--- src/rtl/ram_pipelined.sv ---
// ram_pipelined: word-addressed RAM with one write and one read channel per
// cycle, per-lane write masks and a READ_LATENCY-deep registered read path.
// After reset a sequencer walks every word writing zero; requests are only
// accepted once that sweep has finished and ready is high.
//
// state    | meaning
// ---------+----------------------------------------------------------
// ST_CLEAR | zeroing word[clr_cnt_q], one word per cycle; ready low
// ST_RUN   | normal operation; ready high until the next reset
module ram_pipelined #(
  parameter int ADDRESS_BITS = 4,
  parameter int DATA_BITS    = 8,
  parameter int LANE_BITS    = 8,
  parameter int READ_LATENCY = 1
) (
  input  logic                           clock,
  input  logic                           reset,
  output logic                           ready,
  input  logic                           write_valid,
  input  logic [ADDRESS_BITS-1:0]        write_address,
  input  logic [DATA_BITS-1:0]           write_data,
  input  logic [DATA_BITS/LANE_BITS-1:0] write_mask,
  input  logic                           read_valid,
  input  logic [ADDRESS_BITS-1:0]        read_address,
  output logic [DATA_BITS-1:0]           read_data,
  output logic                           read_data_valid
);

  localparam int DEPTH = 2 ** ADDRESS_BITS;
  localparam int LANES = DATA_BITS / LANE_BITS;
  localparam int CW    = ADDRESS_BITS + 1;

  typedef enum logic {
    ST_CLEAR,
    ST_RUN
  } state_t;

  state_t state_q, state_d;
  // One bit wider than the address so the sweep end shows up as the MSB.
  logic [CW-1:0] clr_cnt_q, clr_cnt_d;
  logic          clr_we;
  logic          wr_acc;
  logic          rd_acc;

  logic [DATA_BITS-1:0] mem_q [0:DEPTH-1];

  logic [READ_LATENCY-1:0]                pipe_vld_q, pipe_vld_d;
  logic [READ_LATENCY-1:0][DATA_BITS-1:0] pipe_dat_q, pipe_dat_d;

  // State register and clear counter; reset always restarts the sweep at word 0.
  always_ff @(posedge clock) begin
    if (reset) begin
      state_q   <= ST_CLEAR;
      clr_cnt_q <= '0;
    end else begin
      state_q   <= state_d;
      clr_cnt_q <= clr_cnt_d;
    end
  end

  // Next-state logic: advance the sweep, leave CLEAR right after the last word.
  always_comb begin
    state_d   = state_q;
    clr_cnt_d = clr_cnt_q;
    clr_we    = 1'b0;
    case (state_q)
      ST_CLEAR: begin
        clr_we    = 1'b1;
        clr_cnt_d = clr_cnt_q + CW'(1);
        if (clr_cnt_d[ADDRESS_BITS]) begin
          state_d = ST_RUN;
        end
      end
      ST_RUN: begin
        state_d = ST_RUN;
      end
      default: begin
        state_d = ST_CLEAR;
      end
    endcase
  end

  assign ready  = (state_q == ST_RUN);
  assign wr_acc = write_valid && ready;
  assign rd_acc = read_valid && ready;

  // Storage: the clear sweep and accepted writes never overlap (CLEAR vs RUN).
  always_ff @(posedge clock) begin
    if (clr_we) begin
      mem_q[clr_cnt_q[ADDRESS_BITS-1:0]] <= '0;
    end else if (wr_acc) begin
      for (int l = 0; l < LANES; l++) begin
        if (write_mask[l]) begin
          mem_q[write_address][l*LANE_BITS +: LANE_BITS] <= write_data[l*LANE_BITS +: LANE_BITS];
        end
      end
    end
  end

  // Read pipeline next state: stage data only moves with a valid token, so the
  // last stage naturally holds its previous result between pulses. The array
  // read happens before the write at the same edge lands, giving read-first.
  always_comb begin
    pipe_vld_d    = '0;
    pipe_dat_d    = pipe_dat_q;
    pipe_vld_d[0] = rd_acc;
    if (rd_acc) begin
      pipe_dat_d[0] = mem_q[read_address];
    end
    for (int i = 1; i < READ_LATENCY; i++) begin
      pipe_vld_d[i] = pipe_vld_q[i-1];
      if (pipe_vld_q[i-1]) begin
        pipe_dat_d[i] = pipe_dat_q[i-1];
      end
    end
  end

  // Read pipeline registers; reset discards every in-flight read.
  always_ff @(posedge clock) begin
    if (reset) begin
      pipe_vld_q <= '0;
      pipe_dat_q <= '0;
    end else begin
      pipe_vld_q <= pipe_vld_d;
      pipe_dat_q <= pipe_dat_d;
    end
  end

  assign read_data       = pipe_dat_q[READ_LATENCY-1];
  assign read_data_valid = pipe_vld_q[READ_LATENCY-1];

endmodule

--- config.mk ---
export PLATFORM = sky130hd
export DESIGN_NAME = ram_pipelined
export DESIGN_NICKNAME = d
export VERILOG_FILES = /design/src/rtl/ram_pipelined.sv
export SDC_FILE = /design/constraint.sdc
export NUM_CORES = 1
export LEC_CHECK = 0
export ABC_AREA = 0
export BUFFER_PORTS_ARGS = -buffer_cell sky130_fd_sc_hd__buf_2
export CORE_UTILIZATION = 44
export DETAILED_ROUTE_END_ITERATION = 8
export GPL_ROUTABILITY_DRIVEN = 1
export GPL_TIMING_DRIVEN = 0
export PLACE_DENSITY = 0.59
export SYNTH_ARGS = -nofsm -noshare
export SYNTH_HDL_FRONTEND = slang
export SYNTH_SLANG_ARGS = --single-unit
--- constraint.sdc ---
create_clock -name clock -period 2.6 [get_ports clock]
set_input_delay 0.13 -clock clock [delete_from_list [all_inputs] [get_ports clock]]
set_output_delay 0.13 -clock clock [all_outputs]
set_load 0.02 [all_outputs]
==> impl_metrics.env, run 1 <==
export IMPL_ys_types=37
export IMPL_drt_iter0_drc=203
export IMPL_cts_root_buf="clkbuf_16"
export IMPL_ir_worst_vdd_uv=410.0
export IMPL_antenna_cells=0
export IMPL_numPortBuffers=27
export IMPL_leakagePower_nw=2.367
export IMPL_worstPathMaxFanout=10
export IMPL_cp_cell_sequence="and3_1 > clkbuf_1 > clkbuf_1 > a31oi_1 > nor2_1"
export IMPL_gp_congestion=0.7949
export IMPL_core_sq_mm=0.01257
export IMPL_ys_ff_latch=143
export IMPL_worst_path_most_repeated_cell="clkbuf_1"
export IMPL_finalCritPeriodShare=0.9038
export IMPL_fmax_mhz=425.5
export IMPL_initial_core_util=0.4502
export IMPL_relSlewSlack=0.3635
export IMPL_insertion_delay_ns=0.41
export IMPL_layout_common_cells="edfxtp_1 (128), buf_2 (28), nor2_1 (23)"
export IMPL_clock_path_buffers=2
export IMPL_track_usage=0.1894
export IMPL_drv_slew=0
export IMPL_area_growth_pct=16.74
export IMPL_ys_warnings_count=0
export IMPL_antenna_found_initial=0
export IMPL_syn_nets=317
export IMPL_power_density_mw_per_mm2=808.7
export IMPL_clock_skew_ns=0.01445
export IMPL_p_switching_w=0.001081
export IMPL_final_core_util=0.5255
export IMPL_grt_max_degree=17
export IMPL_outcome="completed"
export IMPL_die_area_sq_mm=0.01332
export IMPL_mostFrequentLayoutCell="edfxtp_1"
export IMPL_cts_tree="yes"
export IMPL_via_per_inst=5.432
export IMPL_path_class="register to register"
export IMPL_nets=365
export IMPL_finalCriticalPeriod_ns=2.350
export IMPL_hold_violations=0
export IMPL_gr_total_overflow=0
export IMPL_cp_arrival_ns=2.38
export IMPL_antenna_left=0
export IMPL_p_int_w=0.004260
export IMPL_synth_edf_count=128
export IMPL_finalSetupViolCount=0
export IMPL_critPathTopFamily="simple AND/OR/NAND/NOR gates"
export IMPL_drive_gt1_frac=0.2556
export IMPL_grt_pass1_wl_mm=17.13
export IMPL_drv_cap=0
export IMPL_chipHeight_microns=115.4
export IMPL_drc=0
export IMPL_p_total_w=0.005341
export IMPL_rsz0062_at_grt="false"
export IMPL_setup_tns_ns=0
export IMPL_grt_pass1_vias=2846
export IMPL_syn_area_per_cell_sq_um=19.18
export IMPL_hold_buffers=2
export IMPL_die_x_microns=115.4
export IMPL_first_pass_iters=4
export IMPL_crit_path_end_kind="register"
export IMPL_power_frac_seq=0.492
export IMPL_stdcell_area_sq_mm=0.006605
export IMPL_hold_path_class="primary input to register"
export IMPL_crit_required_ns=2.63
export IMPL_syn_area_sq_mm=0.005658
export IMPL_routed_wl_mm=11.29
export IMPL_power_frac_clock=0.443
export IMPL_crit_path_max_incr_delay_ns=0.66
export IMPL_wl_per_cell_microns=21.38
export IMPL_place_hpwl_mm=7.363
export IMPL_placed_area_sq_mm=0.006008
export IMPL_io_pins=31
export IMPL_p_comb_frac=0.065
export IMPL_cts_resized=0
export IMPL_ys_seq_area_frac=0.7324
export IMPL_vias=2868
export IMPL_rows=41
export IMPL_h_tree_depth=4
export IMPL_startpoint_type="register"
export IMPL_clk_pin_slew_ns=0.05
export IMPL_clock_sinks=143
export IMPL_synth_main_ff_cell="edfxtp_1"
export IMPL_async_flop_share=0
export IMPL_critPathBufInv=2
export IMPL_cts_setup_buffers=0
export IMPL_cp_slowest_cell="nor2_1"
export IMPL_synthCells=295
export IMPL_switching_share=0.2025
export IMPL_tightest_slew_ns=0.9547
export IMPL_cts_buffers=17
[worst register-to-register path: stages (launching register included)]
cell      delay, ns
dfxtp_1        0.35
and3_1         0.16
clkbuf_1       0.28
clkbuf_1       0.29
a31oi_1        0.24
nor2_1         0.66
[area by class of cell]
class | count | area (sq um)
Multi-Input combinational cell | 134 | 1403
Sequential cell | 143 | 4144
Fill cell | 1002 | 5963
Inverter | 4 | 15.01
Clock inverter | 9 | 118.9
Buffer | 14 | 96.34
Tap cell | 172 | 215.2
Clock buffer | 23 | 457.9
Timing Repair Buffer | 29 | 155.1
[kinds of logic after synthesis]
group                    synth area share
flip-flops                         0.7324
AND/OR/NAND/NOR                   0.04710
multiplexers                       0.1619
AO/OA/AOI/OAI                     0.03052
buffers and inverters             0.01968
XOR/XNOR                         0.006193
adder cells (fa/ha/maj)          0.002211
[flip-flops by register name, indices dropped and copies added, names as in the netlist]
register         count
read_data            8
ready                1
clr_cnt_q            5
mem_q              128
read_data_valid      1
[power by group through the flow]
| stage | combinational, W | clock [W] | sequential (W) |
|---|---|---|---|
| floorplan | 0.000237 | 0 | 0.00267 |
| global placement | 0.000348 | 0 | 0.00267 |
| detailed placement | 0.000353 | 0 | 0.00268 |
| CTS | 0.000356 | 0.00241 | 0.00263 |
| global route | 0.000381 | 0.00251 | 0.00264 |
| finish | 0.000349 | 0.00237 | 0.00263 |
[per-layer routing]
| layer | up-vias | global-route usage | share of wire |
|---|---|---|---|
| li1 | 1290 | - | - |
| met1 | 1494 | 0.2644 | 0.46 |
| met2 | 82 | 0.2858 | 0.49 |
| met3 | 2 | 0.05219 | 0.054 |
| met4 | 0 | 0.07013 | 0.0040 |
| met5 | - | 0 | 0 |
[final timing paths]
path	from	cells after the start	slack, ns	to
max	ready	5	0.25	mem_q[1][7]
min	read_address[1]	4	0.25	read_data[5]
max reg2reg	ready	5	0.25	mem_q[1][7]
min reg2reg	read_data[1]	2	0.49	read_data[1]
[metrics by stage]
| stage | cells | setup slack (ns) | hold slack (ns) |
|---|---|---|---|
| 2_1_floorplan | 295 | 0.5855 | 0.2024 |
| 3_3_place_gp | 494 | 0.2413 | 0.4030 |
| 3_5_place_dp | 494 | 0.2365 | 0.4208 |
| 4_1_cts | 528 | 0.2268 | 0.2613 |
| 5_1_grt | 528 | 0.03202 | 0.2700 |
| 6_report | 528 | 0.2500 | 0.2537 |
[cell usage after synthesis (all sizes together) (2+ instances only)]
library cell | n | area share
a22oi | 8 | 0.011
clkbuf | 4 | 0.0027
a31oi | 4 | 0.0044
nor3b | 2 | 0.0027
and3 | 2 | 0.0022
inv | 4 | 0.0027
xnor2 | 2 | 0.0031
mux4 | 30 | 0.12
nor2 | 23 | 0.015
and2 | 10 | 0.011
nor3 | 3 | 0.0027
dfxtp | 15 | 0.053
nand2 | 4 | 0.0027
edfxtp | 128 | 0.68
a21oi | 2 | 0.0018
nand3 | 4 | 0.0035
mux2 | 8 | 0.016
xor2 | 2 | 0.0031
mux2i | 12 | 0.021
o21ai | 7 | 0.0062
nor2b | 2 | 0.0022
buf | 10 | 0.014
No activity file was read; power rests on OpenSTA's default activity.
==> run 2, diff against run 1 <==
--- a/config.mk
+++ b/config.mk
@@ -7,11 +7,12 @@
 export LEC_CHECK = 0
 export ABC_AREA = 0
 export BUFFER_PORTS_ARGS = -buffer_cell sky130_fd_sc_hd__buf_2
+export CORE_ASPECT_RATIO = 1.2
 export CORE_UTILIZATION = 44
 export DETAILED_ROUTE_END_ITERATION = 8
 export GPL_ROUTABILITY_DRIVEN = 1
 export GPL_TIMING_DRIVEN = 0
-export PLACE_DENSITY = 0.59
+export PLACE_DENSITY_LB_ADDON = 0.05
 export SYNTH_ARGS = -nofsm -noshare
 export SYNTH_HDL_FRONTEND = slang
 export SYNTH_SLANG_ARGS = --single-unit
==> impl_metrics.env, run 2 (synthesized netlist as in run 1, its figures left out) <==
export IMPL_outcome="completed"
export IMPL_postLayoutSetupSlackWorst_ns=0.1738
export IMPL_rr_endpoint="mem_q[10][6]"
export IMPL_rsz0062_at_grt="true"
export IMPL_drc=0
export IMPL_ir_worst_vdd_uv=371.2
export IMPL_die_area_sq_mm=0.01332
export IMPL_h_tree_depth=4
export IMPL_layout_common_cells="edfxtp_1 (128), buf_2 (28), nor2_1 (22), mux4_2 (22), clkbuf_16 (17)"
export IMPL_drv_cap=0
export IMPL_r2r_slack_ns=0.17
export IMPL_stdcell_area_sq_mm=0.006585
export IMPL_area_growth_pct=16.39
export IMPL_multi_input_area_sq_mm=0.001405
export IMPL_path_class="register to register"
export IMPL_crit_start="ready"
export IMPL_antenna_found_initial=0
export IMPL_finalCriticalPeriod_ns=2.426
export IMPL_place_hpwl_mm=7.416
export IMPL_drt_iter0_drc=121
export IMPL_gr_total_overflow=0
export IMPL_clock_skew_ns=0.005377
export IMPL_fmax_mhz=412.2
export IMPL_regMostFlops="mem_q"
export IMPL_power_frac_clock=0.439
export IMPL_p_switching_w=0.001158
export IMPL_chipHeight_microns=126.2
export IMPL_seqCellArea_sq_mm=0.004144
export IMPL_core_sq_mm=0.01261
export IMPL_switching_share=0.2184
export IMPL_cts_tree="yes"
export IMPL_insertion_delay_ns=0.41
export IMPL_critical_path_endpoint="mem_q[10][6]"
export IMPL_initial_core_util=0.4486
export IMPL_cts_root_buf="clkbuf_16"
export IMPL_hold_path_class="primary input to register"
export IMPL_mostFrequentLayoutCell="edfxtp_1"
export IMPL_power_density_mw_per_mm2=805.1
export IMPL_p_int_w=0.004144
export IMPL_finalSetupViolCount=0
export IMPL_power_frac_seq=0.495
export IMPL_grt_pass1_vias=2960
export IMPL_io_pins=31
export IMPL_setup_tns_ns=0
export IMPL_crit_required_ns=2.64
export IMPL_met2WireLength_mm=5.411
export IMPL_gp_congestion=0.7926
export IMPL_crit_path_end_kind="register"
export IMPL_reg2reg_from="ready"
export IMPL_drv_slew=0
export IMPL_hold_violations=0
export IMPL_tightest_slew_ns=0.9074
export IMPL_largest_reg_flops=128
export IMPL_numPortBuffers=27
export IMPL_whs_ns=0.02306
export IMPL_cp_arrival_ns=2.46
export IMPL_startpoint_type="register"
export IMPL_worstPathMaxFanout=10
export IMPL_pre_cts_slack_ns=0.1058
export IMPL_antenna_left=0
export IMPL_clk_pin_slew_ns=0.06
export IMPL_wl_per_cell_microns=22.08
export IMPL_relSlewSlack=0.3951
export IMPL_route_met3_wl_microns=545
export IMPL_via_per_inst=5.484
export IMPL_track_usage=0.1888
export IMPL_p_comb_frac=0.066
export IMPL_grt_max_degree=17
export IMPL_drive_gt1_frac=0.2704
export IMPL_antenna_cells=0
export IMPL_clock_path_buffers=2
export IMPL_rows=45
export IMPL_routed_wl_mm=11.46
export IMPL_fill_cells=1032
export IMPL_die_x_microns=105.5
export IMPL_cts_buffers=17
export IMPL_reg2regPathDepth=5
export IMPL_finalCritPeriodShare=0.9332
export IMPL_leakagePower_nw=2.350
export IMPL_nets=364
export IMPL_clock_sinks=143
export IMPL_highest_layer="met4"
export IMPL_placed_area_sq_mm=0.005998
export IMPL_first_pass_iters=4
export IMPL_grt_pass1_wl_mm=17.60
export IMPL_vias=2846
export IMPL_wl_met1_mm=5.292
[run 2: cell count changes in the layout (fill, tap and decap cells not counted), moves of 2 or more]
cell	change
clkinv_4	+5
clkbuf_1	-4
clkinv_2	-2
clkinvlp_4	+3
[run 2: worst min-delay path by stage]
stage / start / end / slack [ns] / cells past startpoint
2_1_floorplan: reset / clr_cnt_q[0] / 0.20 / 1
3_3_place_gp: reset / clr_cnt_q[2] / 0.41 / 2
3_5_place_dp: reset / clr_cnt_q[3] / 0.41 / 2
4_1_cts: read_valid / read_data_valid / 0.0002 / 2
5_1_grt: read_valid / read_data_valid / 0.02 / 2
6_report: read_valid / read_data_valid / 0.02 / 2
[run 2: per-stage QoR]
step	std cells	total power [W]	utilization
2_1_floorplan	295	0.002903	-
3_3_place_gp	486	0.003023	0.4756
3_5_place_dp	486	0.003031	0.4756
4_1_cts	519	0.005354	0.5219
5_1_grt	519	0.005474	0.5221
6_report	519	0.005302	0.5221
[run 2: cell type report]
cell class                      count  area share
Clock buffer                       18     0.06517
Buffer                             14     0.01463
Timing Repair Buffer               28     0.02204
Clock inverter                     14     0.02204
Multi-Input combinational cell    134      0.2134
Sequential cell                   143      0.6293
Tap cell                          164     0.03116
Inverter                            4    0.002280
[run 2: what timing repair did]
| action | CTS | global route |
|---|---|---|
| endpoints found under the setup margin | 0 | 8 |
| buffers inserted | 0 | 0 |
| hold buffers | 1 | 0 |
| gates resized for setup | 0 | 1 |
| endpoints found under the hold margin | 5 | 0 |
[run 2: metal layers]
layer	vias up	GRT usage
li1	1289	-
met1	1451	0.2671
met2	89	0.2825
met3	17	0.04503
met4	0	0.07843
met5	-	0
[run 2: critical path, stage by stage (launching register included)]
cell,delay (ns)
dfxtp_1,0.38
and3_1,0.16
clkbuf_1,0.27
clkbuf_1,0.29
a31oi_1,0.23
nor2_1,0.70
[run 2: power groups by stage]
stage	Combinational, W	Sequential (W)	Clock [W]
after CTS	0.000359	0.00263	0.00237
after detailed placement	0.000357	0.00267	0
after global placement	0.000355	0.00267	0
after floorplan	0.000237	0.00267	0
after global routing	0.000384	0.00263	0.00246
final	0.000351	0.00262	0.00233
==> run 3, diff against run 2 <==
--- a/config.mk
+++ b/config.mk
@@ -7,6 +7,8 @@
 export LEC_CHECK = 0
 export ABC_AREA = 0
 export BUFFER_PORTS_ARGS = -buffer_cell sky130_fd_sc_hd__buf_2
+export CELL_PAD_IN_SITES_DETAIL_PLACEMENT = 1
+export CELL_PAD_IN_SITES_GLOBAL_PLACEMENT = 2
 export CORE_ASPECT_RATIO = 1.2
 export CORE_UTILIZATION = 44
 export DETAILED_ROUTE_END_ITERATION = 8
==> impl_metrics.env, run 3 (synthesized netlist as in run 1, its figures left out) <==
export IMPL_postLayoutSetupSlackWorst_ns=0.2493
export IMPL_drv_slew=0
export IMPL_worstPathMaxFanout=10
export IMPL_die_x_microns=105.5
export IMPL_path_class="register to register"
export IMPL_drc=0
export IMPL_antenna_found_initial=0
export IMPL_critPathBufInv=2
export IMPL_cp_slowest_cell="nor2_1"
export IMPL_crit_path_end_kind="register"
export IMPL_io_pins=31
export IMPL_cp_arrival_ns=2.39
export IMPL_regMostFlops="mem_q"
export IMPL_switching_share=0.2328
export IMPL_rsz0062_at_grt="true"
export IMPL_area_growth_pct=17.18
export IMPL_clock_sinks=143
export IMPL_core_sq_mm=0.01261
export IMPL_leakagePower_nw=2.385
export IMPL_grt_pass1_vias=3025
export IMPL_power_frac_clock=0.457
export IMPL_crit_path_max_incr_delay_ns=0.69
export IMPL_die_area_sq_mm=0.01332
export IMPL_outcome="completed"
export IMPL_finalCritPeriodShare=0.9041
export IMPL_finalCriticalPeriod_ns=2.351
export IMPL_p_int_w=0.004205
export IMPL_gp_congestion=0.6590
export IMPL_fill_cells=1168
export IMPL_crit_required_ns=2.64
export IMPL_critPathTopFamily="simple AND/OR/NAND/NOR gates"
export IMPL_track_usage=0.1953
export IMPL_largest_reg_flops=128
export IMPL_cts_buffers=17
export IMPL_place_hpwl_mm=8.025
export IMPL_antenna_cells=0
export IMPL_drt_iter0_drc=119
export IMPL_grt_max_degree=17
export IMPL_pre_cts_slack_ns=0.2111
export IMPL_fmax_mhz=425.4
export IMPL_clock_skew_ns=0.007063
export IMPL_startpoint_type="register"
export IMPL_p_comb_frac=0.064
export IMPL_worst_path_most_repeated_cell="clkbuf_1"
export IMPL_cts_resized=0
export IMPL_drv_cap=0
export IMPL_cts_tree="yes"
export IMPL_h_tree_depth=4
export IMPL_drive_gt1_frac=0.2725
export IMPL_finalSetupViolCount=0
export IMPL_ir_worst_vdd_uv=414.2
export IMPL_power_density_mw_per_mm2=826.7
export IMPL_rows=45
export IMPL_layout_common_cells="edfxtp_1 (128), buf_2 (28), nor2_1 (23)"
export IMPL_insertion_delay_ns=0.41
export IMPL_antenna_left=0
export IMPL_tightest_slew_ns=1.058
export IMPL_hold_violations=0
export IMPL_place_inst=486
export IMPL_cts_setup_buffers=0
export IMPL_clk_pin_slew_ns=0.06
export IMPL_cp_cell_sequence="and3_1 > clkbuf_1 > clkbuf_1 > a31oi_1 > nor2_1"
export IMPL_layout_cells_non_filler=520
export IMPL_grt_pass1_wl_mm=18.04
export IMPL_power_frac_seq=0.479
export IMPL_mostFrequentLayoutCell="edfxtp_1"
export IMPL_numPortBuffers=27
export IMPL_nets=365
export IMPL_clock_path_buffers=2
export IMPL_initial_core_util=0.4486
export IMPL_multi_input_area_sq_mm=0.001403
export IMPL_hold_path_class="primary input to register"
export IMPL_gr_total_overflow=0
export IMPL_relSlewSlack=0.2944
export IMPL_via_per_inst=5.467
export IMPL_p_switching_w=0.001276
export IMPL_routed_wl_mm=11.98
export IMPL_vias=2843
export IMPL_wl_per_cell_microns=23.04
export IMPL_cts_root_buf="clkbuf_16"
export IMPL_seqCellArea_sq_mm=0.004144
export IMPL_chipHeight_microns=126.2
export IMPL_first_pass_iters=4
[run 3: per-stage QoR]
step	hold slack [ns]	utilization	power [W]	TNS, ns	instance area (sq um)
floorplan	0.2024	-	0.002903	0	5658
global placement	0.4165	0.4756	0.003022	0	5998
detailed placement	0.4309	0.4756	0.003032	0	5998
CTS	0.2364	0.5257	0.005525	0	6630
global route	0.2688	0.5257	0.005629	-0.07801	6630
finish	0.2380	0.5257	0.005481	0	6630
[run 3: path summary, 6_finish.rpt]
check,depth (start not counted),slack [ns],to,start
setup / recovery,5,0.25,mem_q[14][1],ready
hold / removal,4,0.24,read_data[7],read_address[1]
setup reg to reg,5,0.25,mem_q[14][1],ready
hold reg to reg,2,0.48,read_data[1],read_data[1]
[run 3: power groups by stage]
stage                     logic (W)  clock network (W)  registers [W]
after floorplan            0.000237                  0        0.00267
after global placement     0.000354                  0        0.00267
after detailed placement   0.000356                  0        0.00268
after CTS                  0.000359            0.00254        0.00263
after global routing       0.000382            0.00261        0.00263
final                      0.000349            0.00251        0.00263
[run 3: worst reg2reg max path, stage by stage, from the launching register on]
cell      delay (ns)
dfxtp_1         0.35
and3_1          0.16
clkbuf_1        0.28
clkbuf_1        0.29
a31oi_1         0.20
nor2_1          0.69
[run 3: timing repair]
action                                 4_1_cts  5_1_grt
endpoints found under the hold margin        5        0
hold buffers                                 2        0
setup endpoints to repair                    0       14
[run 3: cell type report]
type / count / area share
multi-input combinational: 134 / 0.2116
tap: 164 / 0.03095
buffer: 14 / 0.01453
inverter: 4 / 0.002265
sequential: 143 / 0.6250
clock inverter: 15 / 0.02812
clock buffer: 17 / 0.06416
timing repair buffer: 29 / 0.02340
[run 3: per-layer routing]
metal,track usage,wire [microns],vias to the layer above
met5,0,0,-
met4,0.07108,154,0
met3,0.03830,246,13
met2,0.3363,6324,40
met1,0.2461,5256,1498
li1,-,-,1292
